[config.mk]
export PLATFORM = sky130hd
export DESIGN_NAME = memcache_ctrl
export DESIGN_NICKNAME = d
export VERILOG_FILES = /design/src/rtl/memcache_pkg.sv /design/src/rtl/memcache_evq.sv /design/src/rtl/memcache_ctrl.sv
export SDC_FILE = /design/constraint.sdc
export NUM_CORES = 1
export LEC_CHECK = 0
export BUFFER_PORTS_ARGS = -buffer_cell sky130_fd_sc_hd__buf_2
export CORE_MARGIN = 1.5
export CORE_UTILIZATION = 35
export DETAILED_ROUTE_END_ITERATION = 10
export PLACE_DENSITY = 0.69
export SLEW_MARGIN = 10
export SYNTH_ARGS = -nofsm -noshare
export SYNTH_HDL_FRONTEND = slang
export SYNTH_SLANG_ARGS = --single-unit
[constraint.sdc]
create_clock -name clk -period 4.8 [get_ports clk]
set_input_delay 1.44 -clock clk [delete_from_list [all_inputs] [get_ports clk]]
set_output_delay 1.44 -clock clk [all_outputs]
set_load 0.02 [all_outputs]
[src/rtl/memcache_pkg.sv]
// Shared widths, FSM encoding and the eviction-queue entry type for the
// store-cache write-side controller.
package memcache_pkg;
  localparam int ADDR_W = 15;
  localparam int DATA_W = 16;

  typedef enum logic [1:0] {
    ST_IDLE  = 2'd0,
    ST_DRAIN = 2'd1,
    ST_DONE  = 2'd2
  } state_t;

  typedef struct packed {
    logic [ADDR_W-1:0] addr;
    logic [DATA_W-1:0] data;
  } ent_t;
endpackage

[src/rtl/memcache_evq.sv]
// Eviction FIFO: register-array storage with registered head, wrapping
// pointers and an explicit occupancy count.
module memcache_evq
  import memcache_pkg::*;
#(
  parameter int DEPTH = 4,
  parameter int AW    = 2
) (
  input  logic              clk,
  input  logic              rst,
  input  logic              push,
  input  logic [ADDR_W-1:0] push_addr,
  input  logic [DATA_W-1:0] push_data,
  input  logic              pop,
  output logic              full,
  output logic              empty,
  output logic [AW:0]       count,
  output logic [ADDR_W-1:0] head_addr,
  output logic [DATA_W-1:0] head_data
);
  ent_t            mem_q [DEPTH];
  ent_t            mem_d [DEPTH];
  logic [AW-1:0]   wr_ptr_q, wr_ptr_d, rd_ptr_q, rd_ptr_d;
  logic [AW:0]     count_q, count_d;
  logic            do_push, do_pop;

  always_comb begin
    empty   = (count_q == '0);
    full    = (count_q == (AW+1)'(DEPTH));
    do_pop  = pop & ~empty;
    // A full queue only takes a new entry when the head leaves in the same cycle.
    do_push = push & (~full | do_pop);
    mem_d   = mem_q;
    if (do_push) mem_d[wr_ptr_q] = '{addr: push_addr, data: push_data};
    wr_ptr_d = do_push ? wr_ptr_q + 1'b1 : wr_ptr_q;
    rd_ptr_d = do_pop  ? rd_ptr_q + 1'b1 : rd_ptr_q;
    count_d  = count_q + (AW+1)'(do_push) - (AW+1)'(do_pop);
    count     = count_q;
    head_addr = mem_q[rd_ptr_q].addr;
    head_data = mem_q[rd_ptr_q].data;
  end

  always_ff @(posedge clk) begin
    if (rst) begin
      wr_ptr_q <= '0;
      rd_ptr_q <= '0;
      count_q  <= '0;
    end else begin
      wr_ptr_q <= wr_ptr_d;
      rd_ptr_q <= rd_ptr_d;
      count_q  <= count_d;
    end
  end

  always_ff @(posedge clk) begin
    mem_q <= mem_d;
  end
endmodule

[src/rtl/memcache_ctrl.sv]
// Store-cache write-side controller: round-robin arbitration of two store
// sources, eviction buffering toward memory, and an eviction-drain fence.
module memcache_ctrl
  import memcache_pkg::*;
#(
  parameter int EVQ_DEPTH = 4,
  parameter int EVQ_AW    = 2
) (
  input  logic              clk,
  input  logic              rst,
  input  logic              req0_valid,
  output logic              req0_ready,
  input  logic [14:0]       req0_addr,
  input  logic [15:0]       req0_data,
  input  logic              req1_valid,
  output logic              req1_ready,
  input  logic [14:0]       req1_addr,
  input  logic [15:0]       req1_data,
  output logic              cache_wen,
  output logic [14:0]       cache_waddr,
  output logic [15:0]       cache_wdata,
  input  logic              evict_wen,
  input  logic [14:0]       evict_addr,
  input  logic [15:0]       evict_data,
  output logic              mem_wvalid,
  input  logic              mem_wready,
  output logic [14:0]       mem_waddr,
  output logic [15:0]       mem_wdata,
  input  logic              fence_req,
  output logic              fence_done,
  output logic [EVQ_AW:0]   evq_count
);
  state_t state_q, state_d;
  logic   last_grant_q, last_grant_d;
  logic   gnt0, gnt1, pop, push, can_accept;
  logic   evq_full, evq_empty;

  memcache_evq #(.DEPTH(EVQ_DEPTH), .AW(EVQ_AW)) u_evq (
    .clk       (clk),
    .rst       (rst),
    .push      (push),
    .push_addr (evict_addr),
    .push_data (evict_data),
    .pop       (pop),
    .full      (evq_full),
    .empty     (evq_empty),
    .count     (evq_count),
    .head_addr (mem_waddr),
    .head_data (mem_wdata)
  );

  always_comb begin
    mem_wvalid = ~rst & ~evq_empty;
    pop        = mem_wvalid & mem_wready;
    // Every accepted store may evict, so reserve a slot before granting.
    can_accept = ~evq_full | pop;
    gnt0 = 1'b0;
    gnt1 = 1'b0;
    if (!rst && state_q == ST_IDLE && can_accept) begin
      if (req0_valid && req1_valid) begin
        if (last_grant_q) gnt0 = 1'b1;
        else              gnt1 = 1'b1;
      end else if (req0_valid) begin
        gnt0 = 1'b1;
      end else if (req1_valid) begin
        gnt1 = 1'b1;
      end
    end
    last_grant_d = gnt0 ? 1'b0 : (gnt1 ? 1'b1 : last_grant_q);
    req0_ready  = gnt0;
    req1_ready  = gnt1;
    cache_wen   = gnt0 | gnt1;
    cache_waddr = gnt1 ? req1_addr : req0_addr;
    cache_wdata = gnt1 ? req1_data : req0_data;
    push        = evict_wen & cache_wen;

    state_d    = state_q;
    fence_done = 1'b0;
    case (state_q)
      ST_IDLE:  if (fence_req) state_d = ST_DRAIN;
      ST_DRAIN: if (evq_empty || (evq_count == (EVQ_AW+1)'(1) && pop)) state_d = ST_DONE;
      ST_DONE: begin
        fence_done = ~rst;
        state_d    = ST_IDLE;
      end
      default:  state_d = ST_IDLE;
    endcase
  end

  always_ff @(posedge clk) begin
    if (rst) begin
      state_q      <= ST_IDLE;
      last_grant_q <= 1'b1;
    end else begin
      state_q      <= state_d;
      last_grant_q <= last_grant_d;
    end
  end

  // The cache only evicts as a side effect of a write we issued.
  a_evict_needs_grant: assert property (@(posedge clk) disable iff (rst) evict_wen |-> cache_wen);
endmodule

After elaboration in Yosys (flattened, before gate mapping):

Index checks and enable logic that the tools add are counted.

* bits in read-only memories: 0
* bits of input ports: 100
* latch bits: 0
* memories kept: 0
* output and inout port bits: 70
* logic and storage cells: 73
* memory bits (writable): 0
* register bits: 134

* reduce and logical (&&, ||, !) cells: 11
* muxes and demuxes: 23
* shift-type cells: 0
* order comparisons: 3
* div/mod/pow operators: 0
* add/sub/neg operators: 4
* equality and inequality tests: 6
* bitwise operators: 13
* multiply operators: 0

Operator list (count)
* 124-bit bitwise mux: 1
* 31-bit two-way mux: 3
* 31-bit binary-select mux with 2-bit select: 1
* 31-bit demux with 2-bit select: 1
* 16-bit two-way mux: 1
* 15-bit two-way mux: 1
* 1-bit two-way mux: 12
* 3-bit >= comparator, second input constant: 2
* 2-bit NOT with 3-bit output: 2
* 1-bit bitwise AND: 5
* 1-bit logical AND: 5
* 2-bit by 1-bit adder with 2-bit output, second input constant: 2
* 2-bit two-way mux: 2
* 2-bit inequality test, second input constant: 2
* 2-bit one-hot mux with 2 select lines: 1
* 3-bit by 1-bit adder with 3-bit output: 1
* 3-bit by 1-bit equality test with 1-bit output, second input constant: 1
* 3-bit equality test, second input constant: 1
* 3-bit logical NOT: 1
* 3-bit by 1-bit < comparator with 1-bit output, second input constant: 1
* 1-bit NOT: 3
* 1-bit bitwise OR: 3
* 3-bit by 1-bit subtractor with 3-bit output: 1
* 2-bit by 1-bit equality test with 1-bit output, second input constant: 1
* other kinds (6): 6

Longest topological paths before layout:

* depth after elaboration: 12
* depth in mapped cells: 10
* gate-level depth less buffers: 10

Hierarchy:

From an unflattened synthesis, not the netlist that was laid out.

* cell total of the unflattened synthesis: 271
* area, all modules: 5636.7 sq um

By module, submodules not included
* memcache_evq: instances 1, cells each 211, seq. area each 3863.7 sq um, area each 5028.6 sq um
* memcache_ctrl: instances 1, cells each 60, seq. area each 60.1 sq um, area each 608.1 sq um

Worst setup path after synthesis:

Ideal clock, no wire load.

* path kind: input -> output
* from: input port mem_wready
* to: output port cache_waddr[0]
* required time: 3.360 ns
* buffers on the path: 1
* stages: 4
* arrival time: 2.608 ns
* slack: 0.752 ns
* cells stage by stage: or4b_4 -> nand4_4 -> buf_12 -> mux2_4

* longest elaborated chain between the ends: 5

Ends and longest elaborated chain
* from (decl): line memcache_ctrl.sv:26 `input logic mem_wready,`
* 1-bit bitwise AND: line memcache_ctrl.sv:54 `pop = mem_wvalid & mem_wready;`
* 1-bit bitwise OR: line memcache_ctrl.sv:56 `can_accept = ~evq_full | pop;`
* 1-bit logical AND: line memcache_ctrl.sv:59 `if (!rst && state_q == ST_IDLE && can_accept) begin`
* 1-bit two-way mux: line memcache_ctrl.sv:59
* 15-bit two-way mux: line memcache_ctrl.sv:73 `cache_waddr = gnt1 ? req1_addr : req0_addr;`
* to (decl): line memcache_ctrl.sv:20 `output logic [14:0] cache_waddr,`

No other way between the ends.

Worst setup path in the final report:

* from: input port mem_wready
* to: output port cache_waddr[14]

Same word-level chain as after synthesis.

==> out/metrics.cfg <==
[sta]
fmax_ghz = 0.223
finalClockSkew_ns = 0.00862
finalSetupTns_ns = 0
post-route-period-util = 0.935
finalSetupViolations = 0
worst-slew-pin-transition_ns = 0.963
period_needed_ns = 4.49
finalHoldViolations = 0
slew_violations = 0
rsz0062_at_grt = false
max-slew-margin-rel = 0.358
whs_ns = 0.495

[clocking]
clock-sinks = 134
insertion_delay_ns = 0.41
ctsHoldBuffers = 0
cts_buffers = 17
root_buffer = clkbuf_16
clock_path_buffers = 2
cts_resized = 0
cts_setup_buffers = 0
clk_pin_slew_ns = 0.05
cts_tree = done
h-tree-depth = 4

[worst_setup_path]
critPathKind = input port to output port
end_kind = output port
cp.required_ns = 3.36
cp_max_fo = 25
startpoint_type = input port
cp.arrival_ns = 3.05

[synthesis]
synthTopCellsByArea = edfxtp_1 (66%), mux4_2 (12%), mux2_4 (7.8%)
yosysTopAreaCell = edfxtp_1
ys.flop_type = edfxtp_1
synth.top_cell.area_share = 0.663
postSynthCellCount = 269
ys_ff_latch = 134
ys_warn_count = 0
synth_area_um2 = 5610
synthesis.nets = 376
synth.avg_cell_area_um2 = 20.9
synthArstFlopShare = 0
synth_edf_count = 124
synth.distinct_cells = 38
ys_seq_area_frac = 0.699

[global_route]
overflow = 0
grt_max_degree = 34
grt_pass1_vias = 3058
grt_usage = 0.132
antenna_found_initial = 0
grt_first_pass_wirelength_mm = 16.2

[min_path]
hold_path.class = register to register

[place]
dp_hpwl_mm = 7.13
numPortBuffers = 169
gp_congestion = 0.747

[outcome]
outcome = complete, no violations

[finish]
fin_nets = 553
area_growth_syn_to_layout_pct = 29.5
antennaDiodeCount = 0
drive_gt1_frac = 0.596

[drt]
detail-route-antenna-nets = 0
drt-initial-drc-count = 117
route.met2.wl_mm = 5.57
postRouteWirelength_mm = 11.0
m1WireLength_mm = 4.60
drc = 0
firstDrtPassIters = 6
via_count = 3108
dr_wl_met3_um = 704
highest_layer = met4
wire_per_inst_um = 16.4
viasPerCell = 4.63

[flow_run]
cap_violations = 0

[pwr]
p_leak_uw = 0.00281
power.density_nw_per_um2 = 457
ir_drop_mv = 0.267

[die]
start_util = 0.356
fp-row-count = 46
io_pins = 170
die_w_um = 130
core_um2 = 15800
die_h_um = 130
dieArea_um2 = 16800

power breakdown:
part | switching (µW) | internal [µW] | total (µW) | leakage [µW]
combinational | 317 | 279 | 595 | 0.00132
sequential | 69.6 | 1340 | 1410 | 0.00120
clock | 461 | 861 | 1320 | 0.000289
metrics by stage:
stage               cells  total power (µW)  setup WS [ns]   util  cell area [µm²]
global placement      643              2020          0.341  0.422             6660
floorplan             269              1830          0.752      -             5610
detailed placement    643              2040          0.312  0.422             6660
CTS                   672              3360          0.307  0.461             7270
global route          672              3460          0.269  0.461             7270
finish                672              3320          0.311  0.461             7270
per-layer routing:
metal | up-vias | GRT usage
li1 | 1454 | -
met1 | 1536 | 0.155
met2 | 106 | 0.220
met3 | 12 | 0.0516
met4 | 0 | 0.0477
met5 | - | 0
path summary, 6_finish.rpt:
path | to | startpoint | slack [ns] | depth (start not counted)
worst min register to register | last_grant_q | last_grant_q | 0.50 | 1
worst max-delay path | cache_waddr[14] | mem_wready | 0.31 | 6
worst max register to register | u_evq.count[2] | u_evq.count[1] | 2.35 | 10
worst min-delay path | last_grant_q | last_grant_q | 0.50 | 1
cell type report:
cell class | count | area (µm²)
well taps | 216 | 270
inverters | 8 | 30.0
clock buffers | 17 | 425
multi-input cells | 114 | 1560
fillers | 1399 | 8500
flip-flops and latches | 134 | 3930
clock inverters | 12 | 181
repair buffers | 171 | 873
kinds of logic (layout without fill, tap and decap cells):
family                   after synthesis  after routing  share of synthesized area
adder cells (fa/ha/maj)                7              7                     0.0169
AND/OR/NAND/NOR                       34             34                     0.0381
flip-flops                           134            134                      0.699
AO/OA/AOI/OAI                          9              9                     0.0129
buffers and inverters                 21            208                     0.0238
XOR/XNOR                               1              1                    0.00156
multiplexers                          63             63                      0.208
worst max-delay path: stages:
cell	delay (ns)
buf_2	0.11
or4b_4	0.52
nand4_4	0.22
buf_12	0.24
mux2_2	0.35
buf_2	0.16
cell usage in the layout (no fill, tap or decap), types with 4 or more instances in the layout:
master,instances
edfxtp_1,124
clkbuf_16,17
mux2_4,29
inv_1,8
nor3_1,4
ha_1,6
mux4_2,31
bufinv_16,4
and2_2,4
nor2_1,7
dfxtp_1,8
buf_2,169
registers in the layout, summed over array words and instances, names as in the netlist:
name            flops
u_evq.mem_q       124
u_evq.count         3
state_q             2
u_evq.wr_ptr_q      2
u_evq.rd_ptr_q      2
last_grant_q        1
synth_stat cells, types with 2 or more instances:
| master | count |
|---|---|
| and2_1 | 5 |
| and3_1 | 2 |
| buf_12 | 3 |
| buf_2 | 4 |
| clkbuf_1 | 5 |
| dfxtp_1 | 10 |
| edfxtp_1 | 124 |
| ha_1 | 6 |
| inv_1 | 8 |
| mux2_2 | 2 |
| mux2_4 | 29 |
| mux4_2 | 31 |
| nand2_1 | 2 |
| nand2b_1 | 2 |
| nor2_1 | 7 |
| nor2b_1 | 3 |
| nor3_1 | 4 |
| or3_1 | 2 |
No activity file was read; power rests on OpenSTA's default activity.
